$ cat src/rtl/dmem_access_ctrl_pkg.sv
// -----------------------------------------------------------------------------
// dmem_access_ctrl_pkg
// Shared definitions for the data-memory access controller:
//   - mem_op_e     : load/store operation encodings (LW..SB)
//   - ctrl_state_e : controller FSM state encodings
//   - RAM_* / ZERO_WORD : memory control and data constants
//   - helpers that classify an operation and check its alignment
// -----------------------------------------------------------------------------
package dmem_access_ctrl_pkg;

  typedef enum logic [2:0] {
    OP_LW  = 3'd0,
    OP_LH  = 3'd1,
    OP_LHU = 3'd2,
    OP_LB  = 3'd3,
    OP_LBU = 3'd4,
    OP_SW  = 3'd5,
    OP_SH  = 3'd6,
    OP_SB  = 3'd7
  } mem_op_e;

  typedef enum logic [2:0] {
    ST_IDLE   = 3'd0,
    ST_LOAD   = 3'd1,
    ST_STORE  = 3'd2,
    ST_RMW_RD = 3'd3,
    ST_RMW_WR = 3'd4,
    ST_RESP   = 3'd5
  } ctrl_state_e;

  localparam logic        RAM_ENABLE  = 1'b1;
  localparam logic        RAM_DISABLE = 1'b0;
  localparam logic        RAM_WRITE   = 1'b1;
  localparam logic        RAM_READ    = 1'b0;
  localparam logic [31:0] ZERO_WORD   = 32'h0000_0000;

  function automatic logic is_load(input mem_op_e op);
    return (op == OP_LW) || (op == OP_LH) || (op == OP_LHU) ||
           (op == OP_LB) || (op == OP_LBU);
  endfunction

  // Words need a 4-byte boundary, halfwords a 2-byte boundary.
  function automatic logic is_misaligned(input mem_op_e op, input logic [1:0] addr_lo);
    logic bad;
    case (op)
      OP_LW, OP_SW:         bad = (addr_lo != 2'b00);
      OP_LH, OP_LHU, OP_SH: bad = addr_lo[0];
      default:              bad = 1'b0;
    endcase
    return bad;
  endfunction

endpackage

$ cat src/rtl/dmem_access_ctrl_lane_fmt.sv
// -----------------------------------------------------------------------------
// dmem_access_ctrl_lane_fmt
// Combinational little-endian lane logic, shared with the writeback path.
//   op_i        : operation (mem_op_e)
//   addr_lo_i   : byte offset within the word
//   rd_word_i   : word read from memory (load source and merge base)
//   wdata_i     : store data, sub-word stores use the low bits
//   load_data_o : extracted and sign/zero-extended load result
//   store_word_o: rd_word_i with the addressed lane(s) replaced
// -----------------------------------------------------------------------------
module dmem_access_ctrl_lane_fmt
  import dmem_access_ctrl_pkg::*;
(
  input  mem_op_e     op_i,
  input  logic [1:0]  addr_lo_i,
  input  logic [31:0] rd_word_i,
  input  logic [31:0] wdata_i,
  output logic [31:0] load_data_o,
  output logic [31:0] store_word_o
);

  logic [4:0]  byte_lsb;
  logic [4:0]  half_lsb;
  logic [7:0]  byte_v;
  logic [15:0] half_v;

  assign byte_lsb = {addr_lo_i, 3'b000};
  assign half_lsb = {addr_lo_i[1], 4'b0000};
  assign byte_v   = rd_word_i[byte_lsb +: 8];
  assign half_v   = rd_word_i[half_lsb +: 16];

  // NOTE: every output of a combinational block gets a default first, so no
  // path through the case statements can leave it unassigned and infer a latch.
  always_comb begin
    load_data_o = ZERO_WORD;
    case (op_i)
      OP_LW:   load_data_o = rd_word_i;
      OP_LH:   load_data_o = {{16{half_v[15]}}, half_v};
      OP_LHU:  load_data_o = {16'h0000, half_v};
      OP_LB:   load_data_o = {{24{byte_v[7]}}, byte_v};
      OP_LBU:  load_data_o = {24'h000000, byte_v};
      default: load_data_o = ZERO_WORD;
    endcase
  end

  always_comb begin
    store_word_o = rd_word_i;
    case (op_i)
      OP_SW:   store_word_o = wdata_i;
      OP_SH:   store_word_o[half_lsb +: 16] = wdata_i[15:0];
      OP_SB:   store_word_o[byte_lsb +: 8]  = wdata_i[7:0];
      default: store_word_o = rd_word_i;
    endcase
  end

endmodule

$ cat src/rtl/dmem_access_ctrl.sv
// -----------------------------------------------------------------------------
// dmem_access_ctrl
// MEM-stage initiator for the word-wide data memory. Takes one load/store at a
// time over valid/ready, performs sub-word loads by lane extraction and
// sub-word stores by read-modify-write, and returns one response per request.
// req_ready low doubles as the pipeline stall request.
//   clk, rst           : clock, synchronous active-low reset
//   req_*              : request channel (valid/ready, op, byte address, data)
//   resp_*             : one-cycle response pulse, load data, misalign error
//   mem_*              : registered memory controls, combinational read data
// -----------------------------------------------------------------------------
module dmem_access_ctrl
  import dmem_access_ctrl_pkg::*;
#(
  parameter int ADDR_W = 32,
  parameter int DATA_W = 32
) (
  input  logic              clk,
  input  logic              rst,
  input  logic              req_valid,
  output logic              req_ready,
  input  logic [2:0]        req_op,
  input  logic [ADDR_W-1:0] req_addr,
  input  logic [DATA_W-1:0] req_wdata,
  output logic              resp_valid,
  output logic [DATA_W-1:0] resp_rdata,
  output logic              resp_err,
  output logic              mem_ce,
  output logic              mem_we,
  output logic [ADDR_W-1:0] mem_addr,
  output logic [DATA_W-1:0] mem_wdata,
  input  logic [DATA_W-1:0] mem_rdata
);

  ctrl_state_e       state_q;
  mem_op_e           op_q;
  logic [1:0]        addr_lo_q;
  logic [DATA_W-1:0] wdata_q;

  logic              resp_valid_q;
  logic [DATA_W-1:0] resp_rdata_q;
  logic              resp_err_q;
  logic              mem_ce_q;
  logic              mem_we_q;
  logic [ADDR_W-1:0] mem_addr_q;
  logic [DATA_W-1:0] mem_wdata_q;

  mem_op_e           req_op_e;
  logic [DATA_W-1:0] load_data;
  logic [DATA_W-1:0] store_word;

  assign req_op_e  = mem_op_e'(req_op);
  assign req_ready = (state_q == ST_IDLE);

  // The read word feeds both the load extractor (in LOAD) and the merge (in
  // RMW_RD); the latched op selects which result is used.
  dmem_access_ctrl_lane_fmt u_lane_fmt (
    .op_i         (op_q),
    .addr_lo_i    (addr_lo_q),
    .rd_word_i    (mem_rdata),
    .wdata_i      (wdata_q),
    .load_data_o  (load_data),
    .store_word_o (store_word)
  );

  // NOTE: all state is updated with non-blocking assignments so every register
  // samples pre-edge values, independent of statement order.
  always_ff @(posedge clk) begin
    if (!rst) begin
      state_q      <= ST_IDLE;
      op_q         <= OP_LW;
      addr_lo_q    <= 2'b00;
      wdata_q      <= ZERO_WORD;
      resp_valid_q <= 1'b0;
      resp_rdata_q <= ZERO_WORD;
      resp_err_q   <= 1'b0;
      mem_ce_q     <= RAM_DISABLE;
      mem_we_q     <= RAM_READ;
      mem_addr_q   <= '0;
      mem_wdata_q  <= ZERO_WORD;
    end else begin
      case (state_q)
        ST_IDLE: begin
          if (req_valid) begin
            op_q      <= req_op_e;
            addr_lo_q <= req_addr[1:0];
            wdata_q   <= req_wdata;
            if (is_misaligned(req_op_e, req_addr[1:0])) begin
              // Rejected without touching memory.
              resp_valid_q <= 1'b1;
              resp_err_q   <= 1'b1;
              resp_rdata_q <= ZERO_WORD;
              state_q      <= ST_RESP;
            end else begin
              mem_ce_q   <= RAM_ENABLE;
              mem_addr_q <= {req_addr[ADDR_W-1:2], 2'b00};
              if (is_load(req_op_e)) begin
                mem_we_q <= RAM_READ;
                state_q  <= ST_LOAD;
              end else if (req_op_e == OP_SW) begin
                mem_we_q    <= RAM_WRITE;
                mem_wdata_q <= req_wdata;
                state_q     <= ST_STORE;
              end else begin
                // SH/SB: fetch the old word first, memory only writes words.
                mem_we_q <= RAM_READ;
                state_q  <= ST_RMW_RD;
              end
            end
          end
        end
        ST_LOAD: begin
          mem_ce_q     <= RAM_DISABLE;
          resp_valid_q <= 1'b1;
          resp_err_q   <= 1'b0;
          resp_rdata_q <= load_data;
          state_q      <= ST_RESP;
        end
        ST_STORE, ST_RMW_WR: begin
          mem_ce_q     <= RAM_DISABLE;
          mem_we_q     <= RAM_READ;
          resp_valid_q <= 1'b1;
          resp_err_q   <= 1'b0;
          resp_rdata_q <= ZERO_WORD;
          state_q      <= ST_RESP;
        end
        ST_RMW_RD: begin
          mem_we_q    <= RAM_WRITE;
          mem_wdata_q <= store_word;
          state_q     <= ST_RMW_WR;
        end
        ST_RESP: begin
          resp_valid_q <= 1'b0;
          state_q      <= ST_IDLE;
        end
        default: begin
          mem_ce_q     <= RAM_DISABLE;
          mem_we_q     <= RAM_READ;
          resp_valid_q <= 1'b0;
          state_q      <= ST_IDLE;
        end
      endcase
    end
  end

  assign resp_valid = resp_valid_q;
  assign resp_rdata = resp_rdata_q;
  assign resp_err   = resp_err_q;
  assign mem_ce     = mem_ce_q;
  assign mem_we     = mem_we_q;
  assign mem_addr   = mem_addr_q;
  assign mem_wdata  = mem_wdata_q;

endmodule

$ cat config.mk
export PLATFORM = sky130hd
export DESIGN_NAME = dmem_access_ctrl
export DESIGN_NICKNAME = d
export VERILOG_FILES = /design/src/rtl/dmem_access_ctrl_pkg.sv /design/src/rtl/dmem_access_ctrl_lane_fmt.sv /design/src/rtl/dmem_access_ctrl.sv
export SDC_FILE = /design/constraint.sdc
export NUM_CORES = 1
export LEC_CHECK = 0
export CORE_ASPECT_RATIO = 0.75
export CORE_UTILIZATION = 40
export DETAILED_ROUTE_END_ITERATION = 6
export PLACE_DENSITY_LB_ADDON = 0.12
export SYNTH_ARGS = -nofsm -noshare
export SYNTH_HDL_FRONTEND = slang
export SYNTH_HIERARCHICAL = 1
export SYNTH_SLANG_ARGS = --single-unit
$ cat constraint.sdc
create_clock -name clk -period 3.9 [get_ports clk]
set_input_delay 0.39 -clock clk [delete_from_list [all_inputs] [get_ports clk]]
set_output_delay 0.39 -clock clk [all_outputs]
set_load 0.01 [all_outputs]
==> out/summary.md <==
Setup total negative slack on the finished layout was measured at 0 ps. Clock tree root buffer cell: clkbuf_16. The number of remaining DRC errors was 0; the area overhead of the layout relative to synthesis was 35.44%. Yosys mapped a number of flops with a built-in enable equal to 0.

The number of clock sinks seen by CTS was 138. The run gives 917 as the count of mapped cells out of synthesis. Hold repair after CTS inserted 0 buffers. For the final database, setup skew stands at 11.16 ps. Summing over every cut layer, the via total after detailed routing is 7,526.

For this design the ratio of total power to cell area is 442.8 mW/mm2. The critical path is of the flip-flop to flip-flop type. After detailed routing, the average wire length per cell comes to 19.60 um.

The number of standard cells in the layout, taps in and fillers out was 1,318. The count of boundary I/O pins was 203. Met1 wire length: 12,120 um. Summed over all nets, wire length on met3 after detailed routing comes to 2667 um. Transition time of the tightest slew-check pin: 1000 ps.

The portion of the clock cycle consumed by the worst path in the final layout was 0.7591; the post-detailed-route via-to-cell ratio was 5.710. Ranked by total cell area, the synthesized netlist is headed by dfxtp_1, nand2_1, a21oi_1. Across the run, the number of max-cap violations was 0. The flow ran to the end, and the final reports show no timing, DRC or antenna violations.

The run gives 2 as the number of buffers on the longest clock path. The path class of the tightest hold or removal check is flip-flop to flip-flop. The via count of the first global-routing pass is 6,916.

The tools report the count of placed standard cells including taps as 1,287. The number of cells on the worst reg-to-reg path was 9; the share of the yosys chip area belonging to registers was 0.3694. Traced cell by cell, the critical path runs through inv_1, ha_1, nand4b_1, nor2_1, a22o_1, a21o_1, mux2_2, nand2_1, mux2i_1. The run gives 1,171 as the number of nets in the layout.

The endpoint identified for the worst register-to-register timing path is mem_wdata[12]. Relative max-transition margin: 0.3324. The fraction of layout instances using a drive strength above 1 works out to 0.09294. The cell family contributing the most delay on the critical path is flip-flops.

The most critical setup path has its endpoint at mem_wdata[12]. The fraction of registers with async set or reset after synthesis came out at 0. The maximum fanout along the worst path was 22.

The run gives 0.01797 mm2 as the placeable core area. Derived from the worst setup path, the maximum achievable clock frequency is 337.8 MHz. The run gives 0.8803 as the global placer's final weighted congestion. The filler cells instantiated in the layout total 1,683.

For the number of antenna violations at the first check in global routing, the log shows 0. For the level count of the clock H-tree, the log shows 4. The most used flip-flop cell after synthesis is dfxtp_1. The first routing iteration left 891 violations.

The cell area that synthesis handed to floorplanning was 0.007478 mm2. The later pin in the worst-skew pair is clocked with a latency of 430 ps. Slowest cell on the critical path: dfxtp_1. The Yosys step of the flow raised 6 warnings.

Setup violations remaining at the end of the flow were counted as 0. The wire length of the first global-routing pass is 39,850 um. 0 antenna diodes ended up in the layout. The floorplan step defined a die boundary enclosing 0.01925 mm2. The total overflow left after global routing is 0. Summed over all nets, wire length on met2 after detailed routing comes to 10,740 um. The sum of buffers and inverters on the critical path was 1.

Timing startpoint of the critical path: addr_lo_q[1]. The initialized floorplan defines 42 standard-cell rows. Each instance of the synthesized netlist takes up on average 8.155 um2. The arrival time at the worst endpoint was 3320 ps; the area share of the leading cell type in the synthesized netlist was 0.3694. Post-synthesis cell type with the largest combined area: dfxtp_1. The logs give 0 for the final-report hold violation count and 0.5636 for the final design utilization. The largest single stage delay on the critical path is 930 ps. The minimum clock period came out at 2961 ps. Die boundary width: 159.9 um. The floorplan step set the die height to 120.4 um. The leakage power total was 3.876 nW.

The run gives 0 as the post-route antenna net violation count. IR analysis of the VDD net gives a maximum drop of 0.0002884 V. The clock-pin slew on the worst setup and hold paths was 60 ps. The flip-flop and latch count after synthesis is 138, and the number of search-and-repair iterations in the first detailed-routing pass is 6.

Buffers inserted during clock tree synthesis total 17. The run gives 940 ps as the internal reg-to-reg setup slack. Startpoint of the most critical register-to-register path: addr_lo_q[1]. Power comes to 4.485 mW.

After clock tree synthesis, the setup repair step added 0 buffers. Input and output buffers added on the ports amount to 200. Data on the critical path is required at its endpoint by 4260 ps. Along the worst hold path, the cell count comes to 2. The run gives 17,260 um as the post-detailed-placement half-perimeter wirelength.

The max-slew violation count is 0. After detailed routing, the total wire length is 25,830 um. TritonCTS built the clock tree. The highest routed metal layer is met4. STA classifies the critical path endpoint as a flip-flop. In this run, post-CTS repair resized a total of 0 instances. Initial standard-cell utilization of the core: 0.4161. The pin count of the biggest net entering global routing was 68; the count of different cell masters after synthesis was 56.

STA classifies the critical path startpoint as a flip-flop. The global routing usage summed across all routing layers came out at 0.2670. Number of logic stages on the critical path including buffering: 9. Setup repair after global routing left no endpoint under its margin.
-- placed cells by master, fill, tap and decap left out, types with 3 or more instances in the layout --
master	instances
nor3b_1	3
nand2_1	185
nand3_1	35
a21oi_1	107
a221o_1	18
nand3b_1	3
a211oi_1	3
clkbuf_16	17
a221o_2	7
bufinv_16	4
nand2b_1	3
o21ai_0	34
inv_1	13
a22oi_1	48
mux2_2	33
clkdlybuf4s50_1	199
a21o_1	58
dfxtp_1	138
a22o_1	16
o21ai_1	4
o221ai_1	7
nor2b_1	5
o21a_1	5
nor2_1	23
mux2i_1	39
clkinv_4	3
buf_4	13
ha_1	5
clkbuf_1	3
-- worst min-delay path: stages, from the launching register on --
cell and delay [ps]:
dfxtp_1 310, nand2_1 50, a21oi_1 50
-- synth_stat cells (all sizes together), types with 3 or more instances --
master,n
nor3b,3
nand2,186
o21a,5
a21o,58
clkbuf,52
nand3b,3
a22oi,48
nor2b,5
o221ai,7
nand3,35
nor3,6
a22o,16
a21oi,107
a211oi,3
nand2b,3
o21ai,38
mux2,33
ha,5
dfxtp,138
a221o,25
nor2,25
inv,14
buf,36
mux2i,39
-- logic make-up after synthesis --
group / synth area share
muxes: 0.1049
AOI/OAI and AO/OA: 0.2884
DFF: 0.3694
buffers and inverters: 0.06441
other: 0.0005014
xor gates and xnor gates: 0.002343
adders and majority gates: 0.008365
and+or+nand+nor: 0.1616
-- how the worst min path moves through the flow --
stage	from	end	slack, ps
2_1_floorplan	wdata_q[16]	wdata_q[16]	440
3_3_place_gp	wdata_q[19]	wdata_q[19]	440
3_5_place_dp	wdata_q[20]	wdata_q[20]	450
4_1_cts	wdata_q[20]	wdata_q[20]	460
5_1_grt	wdata_q[20]	wdata_q[20]	470
6_report	wdata_q[17]	wdata_q[17]	460
-- stage by stage --
stage	hold WS (ps)	area (um2)	worst slack, ps
floorplan	436.0	7482	1741
global placement	444.1	9510	1082
detailed placement	447.3	9510	1023
CTS	455.6	10130	999.7
global route	468.2	10130	839.0
finish	455.6	10130	939.5
-- where the power goes --
group / total, mW / internal, mW / switching, mW
Combinational: 1.07 / 0.491 / 0.574
Clock: 1.75 / 1.09 / 0.661
Sequential: 1.67 / 1.53 / 0.140
Total: 4.49 / 3.11 / 1.37
-- registers in the layout, indices dropped and copies added (netlist names), 2 cells and up --
| name | cells |
|---|---|
| resp_rdata | 32 |
| mem_addr | 30 |
| op_q | 3 |
| wdata_q | 32 |
| state_q | 3 |
| mem_wdata | 32 |
| addr_lo_q | 2 |
-- layer usage --
| layer | global-route usage | vias to the layer above |
|---|---|---|
| met5 | 0 | - |
| met4 | 0.07381 | 0 |
| met3 | 0.07547 | 23 |
| met2 | 0.3777 | 339 |
| met1 | 0.3905 | 3587 |
| li1 | - | 3577 |
-- cell type report --
type                       count  area [um2]  share of cell area
multi-input combinational    677        4254              0.4200
sequential                   138        2763              0.2728
timing repair buffer         215        2135              0.2107
clock buffer                  21       450.4             0.04447
tap                          242       302.8             0.02989
clock inverter                10       167.7             0.01655
inverter                      15       56.30            0.005559
Power figures use the tool's default switching activity.
